--- config.mk ---
export PLATFORM = sky130hd
export DESIGN_NAME = dmem_arbiter
export DESIGN_NICKNAME = d
export VERILOG_FILES = /design/src/rtl/dmem_arbiter.sv
export SDC_FILE = /design/constraint.sdc
export NUM_CORES = 1
export LEC_CHECK = 0
export BUFFER_PORTS_ARGS = -buffer_cell sky130_fd_sc_hd__buf_2
export CAP_MARGIN = 30
export CORE_AREA = 2 2 90 92
export DETAILED_ROUTE_END_ITERATION = 16
export DIE_AREA = 0 0 92 94
export GPL_TIMING_DRIVEN = 0
export PLACE_DENSITY = 0.78
export SKIP_LAST_GASP = 1
export SLEW_MARGIN = 0
export SYNTH_ARGS = -nofsm -noshare
export SYNTH_HDL_FRONTEND = slang
export SYNTH_SLANG_ARGS = --single-unit
--- constraint.sdc ---
create_clock -name clk -period 2.5 [get_ports clk]
set_input_delay 0.125 -clock clk [delete_from_list [all_inputs] [get_ports clk]]
set_output_delay 0.125 -clock clk [all_outputs]
set_load 0.01 [all_outputs]
--- src/rtl/dmem_arbiter.sv ---
`default_nettype none
// ============================================================================
// Module   : dmem_arbiter
// Brief    : Two-port (CPU / debug) arbiter for a single-port data memory with
//            starvation override; optional round-robin via DMEM_ARB_RR_EN.
// Revision : 1.0 - initial release
// ============================================================================
module dmem_arbiter #(
  parameter int ADDR_W     = 6,
  parameter int DATA_W     = 32,
  parameter int STARVE_MAX = 4
) (
  input  logic              clk,
  input  logic              rst_n,
  input  logic              c_req,
  input  logic              c_we,
  input  logic [ADDR_W-1:0] c_addr,
  input  logic [DATA_W-1:0] c_wdata,
  output logic              c_gnt,
  output logic              c_stall,
  output logic              c_rvalid,
  output logic [DATA_W-1:0] c_rdata,
  input  logic              d_req,
  input  logic              d_we,
  input  logic [ADDR_W-1:0] d_addr,
  input  logic [DATA_W-1:0] d_wdata,
  output logic              d_gnt,
  output logic              d_rvalid,
  output logic [DATA_W-1:0] d_rdata,
  output logic [ADDR_W-1:0] mem_addr,
  output logic              mem_we,
  output logic [DATA_W-1:0] mem_wdata,
  input  logic [DATA_W-1:0] mem_rdata
);

  localparam int                CNT_W        = (STARVE_MAX < 1) ? 1 : $clog2(STARVE_MAX + 1);
  localparam logic [CNT_W-1:0]  C_STARVE_MAX = CNT_W'(STARVE_MAX);
  localparam logic [CNT_W-1:0]  C_CNT_ONE    = CNT_W'(1);

  logic [CNT_W-1:0] r_starve_cnt;
  logic             w_starved;
  logic             w_d_win;

  assign w_starved = (r_starve_cnt == C_STARVE_MAX);

`ifdef DMEM_ARB_RR_EN
  // 1 = port D won the most recent granted cycle; resets to C.
  logic r_last_d;

  assign w_d_win = d_req & (~c_req | w_starved | ~r_last_d);

  always_ff @(posedge clk or negedge rst_n) begin
    if (!rst_n) begin
      r_last_d <= 1'b0;
    end else if (c_gnt | d_gnt) begin
      r_last_d <= d_gnt;
    end
  end
`else
  assign w_d_win = d_req & (~c_req | w_starved);
`endif

  assign d_gnt   = w_d_win;
  assign c_gnt   = c_req & ~w_d_win;
  assign c_stall = c_req & ~c_gnt;

  always_comb begin
    mem_we    = 1'b0;
    mem_addr  = '0;
    mem_wdata = '0;
    if (c_gnt) begin
      mem_we    = c_we;
      mem_addr  = c_addr;
      mem_wdata = c_wdata;
    end else if (d_gnt) begin
      mem_we    = d_we;
      mem_addr  = d_addr;
      mem_wdata = d_wdata;
    end
  end

  // Counts consecutive denied cycles of a live D request.
  always_ff @(posedge clk or negedge rst_n) begin
    if (!rst_n) begin
      r_starve_cnt <= '0;
    end else if (d_req & ~d_gnt) begin
      if (!w_starved) begin
        r_starve_cnt <= r_starve_cnt + C_CNT_ONE;
      end
    end else begin
      r_starve_cnt <= '0;
    end
  end

  always_ff @(posedge clk or negedge rst_n) begin
    if (!rst_n) begin
      c_rvalid <= 1'b0;
      c_rdata  <= '0;
      d_rvalid <= 1'b0;
      d_rdata  <= '0;
    end else begin
      c_rvalid <= c_gnt & ~c_we;
      d_rvalid <= d_gnt & ~d_we;
      if (c_gnt & ~c_we) begin
        c_rdata <= mem_rdata;
      end
      if (d_gnt & ~d_we) begin
        d_rdata <= mem_rdata;
      end
    end
  end

endmodule
`default_nettype wire

==> results.py <==
metrics = {
    "route": {
        "drc": 0,
        "routedWlPerCell_um": 16.8,
        "antenna_left": 0,
        "vias_per_cell": 4.85,
        "drt_iter0_drc": 90,
        "vias": 2646,
        "dr.pass1.iters": 4,
        "totalWireLength_um": 9170,
    },
    "worst_setup_path": {
        "cp-startpoint": "r_starve_cnt[0]",
        "path_class": "register to output port",
        "path_max_fanout": 10,
        "crit_path_max_incr_delay_ns": 0.38,
        "endpoint_kind": "output port",
        "regToRegStartpoint": "r_starve_cnt[0]",
        "cpMostUsedCell": "clkbuf_1",
        "path_cells": "inv_1, ha_1, nand3_1, and2_1, clkbuf_1, clkbuf_1, a22o_1, buf_2",
        "cp-start-kind": "register",
        "required_ns": 2.38,
        "critPathSlowestCell": "clkbuf_1",
        "crit_arrival_ns": 2.15,
    },
    "timing": {
        "holdWs_ns": 0.0272,
        "tightest_slew_ns": 0.838,
        "rsz0062_at_grt": "false",
        "setup_viol": 0,
        "fmax_mhz": 440,
        "tns_ns": 0,
        "fin_worst_skew_ns": 0.00485,
        "drv_slew": 0,
        "hold_violations": 0,
        "timing.final.crit_share_pct": 90.9,
        "relSlewSlack_pct": 44.1,
        "post-route-min-period_ns": 2.27,
    },
    "hold_path": {
        "hold_path_class": "input pin to register",
        "worstHoldStart": "mem_rdata[4]",
    },
    "pwr": {
        "internal_power_mw": 2.19,
        "seqPwrFrac_pct": 45.5,
        "combPwrFrac_pct": 25.7,
        "swShare_pct": 28.1,
        "switching_power_mw": 0.852,
        "leakagePower_nw": 2.36,
        "powerDensity_nw_per_um2": 683,
        "clockPowerShare_pct": 28.8,
        "ir_drop_mv": 0.481,
        "power.total_mw": 3.04,
    },
    "global_routing": {
        "antenna_found_initial": 1,
        "gr-total-overflow": 0,
        "grt_max_degree": 70,
        "grt_pass1_vias": 2519,
        "grtUsageTotal_pct": 20.3,
        "grt_pass1_wl_um": 13100,
    },
    "yosys": {
        "synthesis.nets": 321,
        "yosys.area.top_type_share_pct": 57.5,
        "seq_area_frac_synth_pct": 57.5,
        "avgSynthCellArea_sq_um": 14.7,
        "ys_ff_latch": 69,
        "ys_types": 20,
        "synthCells": 205,
        "ys.warnings.count": 0,
        "syn_area_sq_um": 3010,
        "synth.area.top_cells": "dfrtp_1 (57%), mux2_2 (24%), a22o_1 (11%), buf_2 (1.3%), buf_6 (1.1%)",
        "synth_top_area_cell": "dfrtp_1",
    },
    "place": {
        "dp_hpwl_um": 7420,
        "place_inst": 528,
        "place_congestion": 0.809,
        "io_buffers": 221,
    },
    "floorplanning": {
        "ios": 222,
        "num_rows": 32,
        "fp.dieH_um": 94,
        "dieWidth_um": 92,
        "die_area_sq_um": 8650,
        "coreArea_sq_um": 7610,
        "start_util_pct": 39.5,
    },
    "finish": {
        "area_growth_pct": 48.0,
        "most-common-layout-cells": "buf_2 (228), dfrtp_1 (69), mux2_2 (63), a22o_1 (39), clkbuf_8 (10)",
        "fin_nets": 554,
        "final-instance-count-excl-fill": 546,
        "layout-drive-gt1-share_pct": 70.2,
        "final_common_cell": "buf_2",
    },
    "cts": {
        "clockBufferDepth": 2,
        "clock_sinks": 69,
        "ctsResizeCount": 0,
        "root_buffer": "clkbuf_8",
        "cts_tree": "built",
        "cts_buffers": 9,
        "htreeDepth": 3,
        "clk_pin_slew_ns": 0.07,
        "worstSkewPairLatency_ns": 0.34,
    },
    "status": {
        "status": "finished clean",
    },
    "run": {
        "cap_violations": 0,
    },
}
==> metrics by stage <==
| step | setup slack, ns | area, sq um | utilization [%] |
|---|---|---|---|
| 3_5_place_dp | 0.581 | 4240 | 55.8 |
| 2_1_floorplan | 0.878 | 3010 | - |
| 3_3_place_gp | 0.611 | 4240 | 55.7 |
| 4_1_cts | 0.197 | 4440 | 58.4 |
| 6_report | 0.226 | 4450 | 58.5 |
| 5_1_grt | 0.0195 | 4440 | 58.4 |
==> cell usage after synthesis <==
master,count
clkbuf_1,4
inv_1,3
mux2_2,63
and3_1,1
buf_1,1
nor2b_1,1
xnor2_1,1
buf_6,3
a22o_1,39
ha_1,2
nand2_1,1
nand3b_1,1
dfrtp_1,69
and2_1,2
nor3b_4,1
a21boi_2,1
nand3_1,1
buf_2,8
mux2_1,1
nor2_1,2
==> state kept, by name, indices dropped and copies added, names as in the netlist <==
signal	count
c_rvalid	1
r_starve_cnt	3
c_rdata	32
d_rvalid	1
d_rdata	32
==> worst max-delay path: cells and delay by family, from the launching register on <==
kind	cells	cell delay [ns]
flip-flops	1	0.37
buffers and inverters	4	0.75
AND/OR/NAND/NOR	2	0.21
adder cells (fa/ha/maj)	1	0.21
AO/OA/AOI/OAI	1	0.28
==> worst paths after layout <==
kind                              endpoint  slack (ns)  depth (start not counted)
min in group asynchronous      c_rdata[18]        0.44                          2
min reg2reg                r_starve_cnt[0]        0.46                          1
max reg2reg                     d_rdata[8]        0.64                          6
max in group asynchronous       d_rdata[4]        1.52                          2
max                          mem_wdata[19]        0.23                          8
min                             d_rdata[4]        0.03                          2
==> logic make-up (layout without fill, tap and decap cells) <==
kind of cell / after synthesis / count (layout) / synth area share, %
AO/OA/AOI/OAI: 40 / 40 / 11.7
buffers and inverters: 19 / 257 / 3.46
flip-flops: 69 / 69 / 57.5
AND/OR/NAND/NOR: 10 / 10 / 2.25
other: 0 / 1 / 0
XOR/XNOR: 1 / 1 / 0.291
adder cells (fa/ha/maj): 2 / 2 / 0.833
multiplexers: 64 / 64 / 24.0
==> power groups by stage <==
stage	Sequential (mW)	Clock, mW	Combinational, mW
6_report	1.38	0.875	0.782
5_1_grt	1.40	0.966	0.843
4_1_cts	1.38	0.912	0.793
3_5_place_dp	1.40	0	0.791
3_3_place_gp	1.39	0	0.774
2_1_floorplan	1.49	0	0.288
==> layer usage <==
layer  track usage (%)  up-vias  wire, um
li1                  -     1219         -
met1              26.4     1306      3810
met2              31.3      111      4560
met3              7.70       10       691
met4              6.97        0       112
met5                 0        -         0
==> what timing repair did <==
action                                 CTS  global route
endpoints found under the hold margin   69             0
hold buffers                             1             0
setup buffers                            0             0
==> cell type report <==
cell class | instances | area, sq um
clock buffers | 12 | 145
clock inverters | 4 | 47.5
flip-flops and latches | 69 | 1730
plain buffers | 16 | 92.6
multi-input cells | 117 | 1170
repair buffers | 222 | 1120
inverters | 3 | 11.3
well taps | 102 | 128
diodes | 1 | 2.50
fillers | 664 | 3160
Note: power is estimated with default switching activity, not from simulation.
